==> src/rtl/bin_to_bcd_serial_if.sv <==
// Request/result bundle between the binary counter and the BCD converter.
// The master drives start/bin_in; the converter (slave) returns digits and flags.
interface bin_to_bcd_serial_if #(
    parameter int unsigned BIN_WIDTH = 14,
    parameter int unsigned DIGITS    = 4
);
    logic                  start;
    logic [BIN_WIDTH-1:0]  bin_in;
    logic                  busy;
    logic                  done;
    logic [4*DIGITS-1:0]   bcd_out;
    logic [DIGITS-1:0]     blank;
    logic                  overflow;

    modport master (
        output start, bin_in,
        input  busy, done, bcd_out, blank, overflow
    );

    modport slave (
        input  start, bin_in,
        output busy, done, bcd_out, blank, overflow
    );
endinterface

==> src/rtl/bin_to_bcd_serial.sv <==
// Iterative shift-and-add-3 binary to packed BCD converter with leading-zero
// blank flags; results are registered and held between conversions.
module bin_to_bcd_serial #(
    parameter int unsigned BIN_WIDTH = 14,
    parameter int unsigned DIGITS    = 4
) (
    input  logic                   clk,
    input  logic                   user_btn,
    bin_to_bcd_serial_if.slave     io
);
    localparam int unsigned BCD_W   = 4 * DIGITS;
    localparam int unsigned CNT_W   = $clog2(BIN_WIDTH);
    localparam int unsigned MAX_VAL = (10 ** DIGITS) - 1;

    localparam logic [DIGITS-1:0] BLANK_RST = {{(DIGITS-1){1'b1}}, 1'b0};
    localparam logic [BCD_W-1:0]  ALL_NINES = {DIGITS{4'h9}};

    typedef enum logic [1:0] {
        IDLE,
        SHIFT,
        FINISH
    } state_e;

    state_e                state_q, state_d;
    logic [CNT_W-1:0]      cnt_q, cnt_d;
    logic [BIN_WIDTH-1:0]  bin_q, bin_d;
    logic [BCD_W-1:0]      scr_q, scr_d;
    logic                  cap_ovf_q, cap_ovf_d;
    logic                  busy_q, busy_d;
    logic                  done_q, done_d;
    logic [BCD_W-1:0]      bcd_q, bcd_d;
    logic [DIGITS-1:0]     blank_q, blank_d;
    logic                  overflow_q, overflow_d;

    logic [BCD_W-1:0]      adj_c;
    logic [DIGITS-1:0]     blank_c;

    // Add-3 correction applied to every scratch digit before each shift.
    always_comb begin
        adj_c = '0;
        for (int i = 0; i < int'(DIGITS); i++) begin
            adj_c[4*i +: 4] = (scr_q[4*i +: 4] >= 4'd5) ? scr_q[4*i +: 4] + 4'd3
                                                        : scr_q[4*i +: 4];
        end
    end

    // Leading-zero flags; the ones digit is never blanked.
    always_comb begin
        logic lead;
        lead    = 1'b1;
        blank_c = '0;
        for (int i = int'(DIGITS) - 1; i >= 1; i--) begin
            lead       = lead & (scr_q[4*i +: 4] == 4'd0);
            blank_c[i] = lead;
        end
    end

    always_comb begin
        state_d    = state_q;
        cnt_d      = cnt_q;
        bin_d      = bin_q;
        scr_d      = scr_q;
        cap_ovf_d  = cap_ovf_q;
        busy_d     = busy_q;
        done_d     = 1'b0;
        bcd_d      = bcd_q;
        blank_d    = blank_q;
        overflow_d = overflow_q;

        case (state_q)
            IDLE: begin
                if (io.start) begin
                    bin_d     = io.bin_in;
                    scr_d     = '0;
                    cnt_d     = '0;
                    cap_ovf_d = 32'(io.bin_in) > MAX_VAL;
                    busy_d    = 1'b1;
                    state_d   = SHIFT;
                end
            end
            SHIFT: begin
                // Out-of-range values skip the iterations entirely.
                if (cap_ovf_q) begin
                    state_d = FINISH;
                end else begin
                    {scr_d, bin_d} = {adj_c[BCD_W-2:0], bin_q, 1'b0};
                    cnt_d          = cnt_q + CNT_W'(1);
                    if (cnt_q == CNT_W'(BIN_WIDTH - 1)) begin
                        state_d = FINISH;
                    end
                end
            end
            FINISH: begin
                busy_d  = 1'b0;
                done_d  = 1'b1;
                state_d = IDLE;
                if (cap_ovf_q) begin
                    bcd_d      = ALL_NINES;
                    blank_d    = '0;
                    overflow_d = 1'b1;
                end else begin
                    bcd_d      = scr_q;
                    blank_d    = blank_c;
                    overflow_d = 1'b0;
                end
            end
            default: begin
                state_d = IDLE;
                busy_d  = 1'b0;
            end
        endcase
    end

    always_ff @(posedge clk or negedge user_btn) begin
        if (!user_btn) begin
            state_q    <= IDLE;
            cnt_q      <= '0;
            bin_q      <= '0;
            scr_q      <= '0;
            cap_ovf_q  <= 1'b0;
            busy_q     <= 1'b0;
            done_q     <= 1'b0;
            bcd_q      <= '0;
            blank_q    <= BLANK_RST;
            overflow_q <= 1'b0;
        end else begin
            state_q    <= state_d;
            cnt_q      <= cnt_d;
            bin_q      <= bin_d;
            scr_q      <= scr_d;
            cap_ovf_q  <= cap_ovf_d;
            busy_q     <= busy_d;
            done_q     <= done_d;
            bcd_q      <= bcd_d;
            blank_q    <= blank_d;
            overflow_q <= overflow_d;
        end
    end

    assign io.busy     = busy_q;
    assign io.done     = done_q;
    assign io.bcd_out  = bcd_q;
    assign io.blank    = blank_q;
    assign io.overflow = overflow_q;

endmodule

==> src/flat_wrapper.sv <==
// flat-port wrapper written by rule: the top's interface ports become plain ports
module bin_to_bcd_serial_flat 
#(
    parameter int unsigned BIN_WIDTH = 14,
    parameter int unsigned DIGITS    = 4
)
  (clk, user_btn, io_start, io_bin_in, io_busy, io_done, io_bcd_out, io_blank, io_overflow);
  bin_to_bcd_serial_if #(.BIN_WIDTH(BIN_WIDTH), .DIGITS(DIGITS)) io_i ();
  input  logic clk;
  input  logic user_btn;
  input wire logic [$bits(io_i.start)-1:0] io_start;
  input wire logic [$bits(io_i.bin_in)-1:0] io_bin_in;
  output wire logic [$bits(io_i.busy)-1:0] io_busy;
  output wire logic [$bits(io_i.done)-1:0] io_done;
  output wire logic [$bits(io_i.bcd_out)-1:0] io_bcd_out;
  output wire logic [$bits(io_i.blank)-1:0] io_blank;
  output wire logic [$bits(io_i.overflow)-1:0] io_overflow;
  assign io_i.start = io_start;
  assign io_i.bin_in = io_bin_in;
  assign io_busy = io_i.busy;
  assign io_done = io_i.done;
  assign io_bcd_out = io_i.bcd_out;
  assign io_blank = io_i.blank;
  assign io_overflow = io_i.overflow;
  bin_to_bcd_serial #(.BIN_WIDTH(BIN_WIDTH), .DIGITS(DIGITS)) u_core (.clk(clk), .user_btn(user_btn), .io(io_i));
endmodule
==> config.mk <==
export PLATFORM = sky130hd
export DESIGN_NAME = bin_to_bcd_serial_flat
export DESIGN_NICKNAME = d
export VERILOG_FILES = /design/src/rtl/bin_to_bcd_serial_if.sv /design/src/rtl/bin_to_bcd_serial.sv /design/src/flat_wrapper.sv
export SDC_FILE = /design/constraint.sdc
export NUM_CORES = 1
export LEC_CHECK = 0
export ABC_AREA = 1
export CORE_ASPECT_RATIO = 0.5
export CORE_MARGIN = 2
export CORE_UTILIZATION = 50
export CTS_CLUSTER_DIAMETER = 30
export DETAILED_ROUTE_END_ITERATION = 8
export PLACE_DENSITY = 0.74
export SETUP_SLACK_MARGIN = 0.02
export SYNTH_ARGS = -nofsm -noshare
export SYNTH_HDL_FRONTEND = slang
export SYNTH_SLANG_ARGS = --single-unit
==> constraint.sdc <==
create_clock -name clk -period 3.1 [get_ports clk]
set_input_delay 0.31 -clock clk [delete_from_list [all_inputs] [get_ports clk]]
set_output_delay 0.31 -clock clk [all_outputs]
set_load 0.005 [all_outputs]
# ---- Word-level counts from Yosys, hierarchy flattened
# Cells that the tools add are included.
dict set report word_totals {
  register_bits 60
  latchBits 0
  mem_bits_rw 0
  mem_bits_ro 0
  in_bits 17
  output_inout_bits 23
  wordCells 61
  mem_count 0
}
dict set report op_classes {
  addsub 5
  n_mul 0
  n_div 0
  magnitude_cmp 5
  n_eq_ne 6
  shift 0
  muxes 23
  bitwise 3
  reduce_logical 9
}
# operator n
set op_table {}
lappend op_table {{$mux W16} 3}
lappend op_table {{$pmux W16 S2} 1}
lappend op_table {{$mux W14} 2}
lappend op_table {{$pmux W14 S2} 1}
lappend op_table {{$mux W4} 6}
lappend op_table {{$ge A4 B3 Y1 const B} 4}
lappend op_table {{$gt A14 B14 Y1 const B} 1}
lappend op_table {{$add A4 B2 Y4 const B} 3}
lappend op_table {{$logic_not A4 Y1} 3}
lappend op_table {{$pmux W4 S2} 1}
lappend op_table {{$mux W2} 3}
lappend op_table {{$reduce_and A2 Y1} 3}
lappend op_table {{$add A4 B1 Y4 const B} 1}
lappend op_table {{$eq A4 B4 Y1 const B} 1}
lappend op_table {{$ne A2 B2 Y1 const B} 2}
lappend op_table {{$pmux W2 S2} 1}
lappend op_table {{$add A3 B2 Y3 const B} 1}
lappend op_table {{$mux W1} 3}
lappend op_table {{$mux W3} 1}
lappend op_table {{$ne A3 B1 Y1 const B} 1}
lappend op_table {{$reduce_and A3 Y1} 1}
lappend op_table {{$and A1 B1 Y1} 2}
lappend op_table {{$eq A2 B1 Y1 const B} 1}
lappend op_table {{$eq A2 B2 Y1 const B} 1}
lappend op_table {{other kinds (4)} 4}

# ---- Logic depth before layout (Yosys ltp)
dict set report depth {
  ltp_word 4
  depth_mapped 9
  mapped_depth_nobuf 9
}

# ---- Least setup slack after synthesis
# OpenSTA, ideal clock, no wires.
dict set report synth_path {
  path_type {flip-flop to flip-flop}
  startpoint {register u_core.state_q[1]}
  endpoint {register u_core.cnt_q[2]}
  setup_ns 0.119
  arrival_ns 1.084
  required_ns 2.981
  setup_slack_ns 1.897
  stages_incl_launch_ff 8
  n_path_buf 1
  period_less_slack_ns 1.203
  cell_sequence {dfrtp_1 -> inv_2 -> nand2_2 -> nor2_2 -> buf_2 -> nand3_1 -> nand2_1 -> nor2_1}
}
dict set report synth_between {
  elab_chain_cells 3
}
# element line_no
set synth_rtl {}
lappend synth_rtl {{start: declaration} bin_to_bcd_serial.sv:24} ;# state_e state_q, state_d;
lappend synth_rtl {{start signal: assignment} bin_to_bcd_serial.sv:127} ;# state_q <= state_d;
lappend synth_rtl {{$eq A2 B1 Y1 / $logic_not A2 Y1 (equally long branches)} bin_to_bcd_serial.sv:70} ;# case (state_q)
lappend synth_rtl {{$ne A2 B2 Y1 (no line) / $reduce_bool A2 Y1 (equally long branches)} n/a}
lappend synth_rtl {{$reduce_and A3 Y1 (no line)} n/a}
lappend synth_rtl {{end signal: assignment} bin_to_bcd_serial.sv:128} ;# cnt_q <= cnt_d;
lappend synth_rtl {{end: declaration} bin_to_bcd_serial.sv:25} ;# logic [CNT_W-1:0] cnt_q, cnt_d;
# Several ways; a longest one is shown, not always the timed one.
# A chain may end at the register's enable or synchronous reset.

# ---- Worst setup path after layout
dict set report layout_path {
  startpoint {register u_core.state_q[1]}
  endpoint {register u_core.bin_q[3]}
}
dict set report layout_between {
  elab_chain_cells 3
}
# element line_no
set layout_rtl {}
lappend layout_rtl {{$eq A2 B1 Y1 / $logic_not A2 Y1 (equally long branches)} bin_to_bcd_serial.sv:70}
lappend layout_rtl {{$ne A2 B2 Y1 (no line) / $reduce_bool A2 Y1 (equally long branches)} n/a}
lappend layout_rtl {{$reduce_and A3 Y1 (no line)} n/a}
lappend layout_rtl {{end signal: assignment} bin_to_bcd_serial.sv:129} ;# bin_q <= bin_d;
lappend layout_rtl {{end: declaration} bin_to_bcd_serial.sv:26} ;# logic [BIN_WIDTH-1:0] bin_q, bin_d;
# Several ways; a longest one is shown, not always the timed one.

==> impl_metrics.py <==
metrics = {
    "logic_synthesis": {
        "synth-compound-area-share": 0.0851,
        "ys_top_cells_by_area": "dfrtp_1, nand2_1, ha_1",
        "avgSynthCellArea_um2": 7.96,
        "synth_area_um2": 2940,
        "netlist_instances": 369,
        "syn_nets": 399,
        "ys.flop_type": "dfrtp_1",
        "synth_top_family_by_area": "simple AND/OR/NAND/NOR gates",
        "synthArstFlopShare": 1.00,
        "synth_edf_count": 0,
        "synth_top_cell_area_share": 0.477,
        "synthXorXnorAreaFrac": 0.00298,
        "synthMuxAreaShare": 0,
        "synth_fa_ha_area_frac": 0.0553,
        "ys_warn_count": 0,
        "synth-simple-area-share": 0.280,
        "synth.distinct_cells": 22,
        "ys_seq_area_frac": 0.504,
        "synth-seq-cells": 59,
        "yosys.area.top_type": "dfrtp_1",
    },
    "global_routing": {
        "overflow": 0,
        "grt_max_degree": 35,
        "grt_use_total": 0.217,
        "grt_antenna_before_repair": 0,
        "grt_pass1_vias": 2406,
        "grt_first_pass_wirelength_mm": 10.9,
    },
    "clock_tree": {
        "cts_tree": "done",
        "cts_buffers": 9,
        "ctsResizeCount": 0,
        "ctsHoldBuffers": 0,
        "clkLatencyLatePin_ps": 330,
        "clk_path_buf_depth": 2,
        "root_buffer": "clkbuf_16",
        "clkSinkCount": 59,
        "cts_post_setup_buffers_inserted": 0,
        "clkSlewWorstSetupHoldPaths_ps": 50,
        "cts.htree.levels": 3,
    },
    "worst_setup_path": {
        "critPathMostFrequentCell": "nor2_2",
        "worstPathArrival_ps": 2400,
        "worstPathBufferInverterCount": 1,
        "r2r-start": "u_core.state_q[1]",
        "startpoint": "u_core.state_q[1]",
        "critPathMaxFanout": 21,
        "slowest_delay_ps": 750,
        "crit_type": "flip-flop to flip-flop",
        "path_cells": "inv_2 > nand2_2 > nor2_2 > nor2_2 > nand2_1 > nand3_1",
        "startpoint_type": "flip-flop",
        "worst_ep_required_time_ps": 3310,
        "crit_family": "simple AND/OR/NAND/NOR gates",
        "slowest_stage": "nor2_2",
        "critPathCaptureType": "flip-flop",
    },
    "cells_and_area": {
        "syn2layout_area_growth_pct": 24.5,
        "utilization": 0.655,
        "seq_area_um2": 1480,
        "layout-drive-gt1-share": 0.0795,
        "antenna_cells": 0,
        "final_cells": 488,
        "multi_input_area_um2": 1250,
        "final_cell_mix": "nand2_1, dfrtp_1, clkdlybuf4s50_1, inv_1",
        "nets": 440,
        "fillerInstances": 463,
        "layout_commonest_cell": "nand2_1",
    },
    "flow_run": {
        "maxCapViolations": 0,
    },
    "power": {
        "power.internal_mw": 2.29,
        "p_sw_mw": 1.30,
        "finalPower_mw": 3.59,
        "seqPwrFrac": 0.353,
        "power_density_nw_per_um2": 982,
        "comb_power_share": 0.370,
        "vdd_drop_max_mv": 0.477,
        "swShare": 0.361,
        "p_leak_nw": 1.83,
        "p_clk_frac": 0.277,
    },
    "floorplan": {
        "die_w_um": 112,
        "core-area_um2": 5590,
        "initial_core_util": 0.526,
        "fp.dieH_um": 58.2,
        "placementRows": 19,
        "fp.dieArea_um2": 6540,
        "io_pins": 40,
    },
    "timing": {
        "final-setup-viol-count": 0,
        "clock.fmax_mhz": 456,
        "skew_ps": 11.1,
        "post-route-period-util": 0.708,
        "slew-limit-headroom": 0.394,
        "tightest_slew_ps": 907,
        "hold_ws_ps": -17.0,
        "rsz0062_at_grt": "false",
        "finalCriticalPeriod_ps": 2190,
        "setup_tns_ps": 0,
        "hold_viol": 25,
        "slew_viol_final": 0,
    },
    "drt": {
        "wl_mm": 6.42,
        "drc": 0,
        "dr.pass1.iters": 4,
        "routed-via-count": 2507,
        "wl_per_cell_um": 13.1,
        "antenna_left": 0,
        "viasPerCell": 5.14,
        "drt-initial-drc-count": 135,
    },
    "placed_design": {
        "io_buffer_count": 38,
        "place.gp.congestion": 0.839,
        "hpwl_mm": 4.43,
        "dpl.cell_count": 472,
    },
    "worst_hold_path": {
        "hp-class": "primary input to async pin",
    },
    "run_status": {
        "status": "finished with violations",
        "violations": "negative hold slack",
    },
}
[synth_stat cells (all sizes together) (2+ instances only)]
master and instances:
nor2 33, nand2 128, a21oi 11, o21ai 35, inv 40, dfrtp 56
dfstp 3, nand4 8, o22ai 2, buf 9, nand3 27, ha 13
[final cells by class]
type                    instances  area share
flip-flops and latches         59       0.405
clock buffers                  14      0.0722
repair buffers                 40       0.107
inverters                      40      0.0410
well taps                      73      0.0250
multi-input cells             260       0.341
clock inverters                 2     0.00958
[final timing paths]
path / endpoint / slack, ps / depth (start not counted)
max in group asynchronous: u_core.io.blank[2] / 2240 / 2
hold reg to reg: u_core.io.blank[1] / 470 / 2
min in group clk: u_core.io.blank[1] / 470 / 2
setup / recovery: u_core.bin_q[3] / 910 / 6
hold / removal: u_core.bin_q[7] / -20 / 1
setup reg to reg: u_core.bin_q[3] / 910 / 6
[kinds of logic after synthesis]
kind of cell             after synthesis
AO/OA/AOI/OAI                         49
XOR/XNOR                               1
adder cells (fa/ha/maj)               13
buffers and inverters                 50
flip-flops                            59
other                                  1
AND/OR/NAND/NOR                      196
[per-layer routing]
| layer | vias to the layer above | track usage | part of all wire |
|---|---|---|---|
| met3 | 6 | 0.0659 | 0.064 |
| met1 | 1175 | 0.264 | 0.45 |
| met5 | - | 0 | 0 |
| met4 | 0 | 0.0941 | 0.014 |
| met2 | 67 | 0.368 | 0.48 |
| li1 | 1259 | - | - |
[stage by stage]
step / hold slack (ps) / area (µm²) / worst slack [ps]
floorplan: 14.4 / 2940 / 1900
global placement: 337 / 3360 / 1030
detailed placement: 348 / 3360 / 930
CTS: 7.20 / 3660 / 948
global route: 32.3 / 3660 / 734
finish: -17.0 / 3660 / 906
[flip-flops by register name, summed over array words and instances (netlist names)]
register            cells
u_core.io.bcd_out      16
u_core.scr_q           16
u_core.bin_q           14
u_core.cnt_q            4
u_core.io.blank         3
u_core.state_q          2
u_core.cap_ovf_q        1
u_core.io.busy          1
u_core.io.done          1
u_core.io.overflow      1
[worst reg2reg max path: stages (launching register included)]
cell,delay (ps)
dfrtp_1,410
inv_2,110
nand2_2,190
nor2_2,750
nor2_2,390
nand2_1,160
nand3_1,70
[power by group through the flow]
| stage | registers, mW | logic, mW | clock network, mW |
|---|---|---|---|
| after floorplan | 1.25 | 0.871 | 0 |
| after global placement | 1.26 | 1.28 | 0 |
| after detailed placement | 1.28 | 1.33 | 0 |
| after CTS | 1.27 | 1.34 | 1.01 |
| after global routing | 1.30 | 1.50 | 1.04 |
| final | 1.27 | 1.33 | 0.994 |
Power figures use the tool's default switching activity.
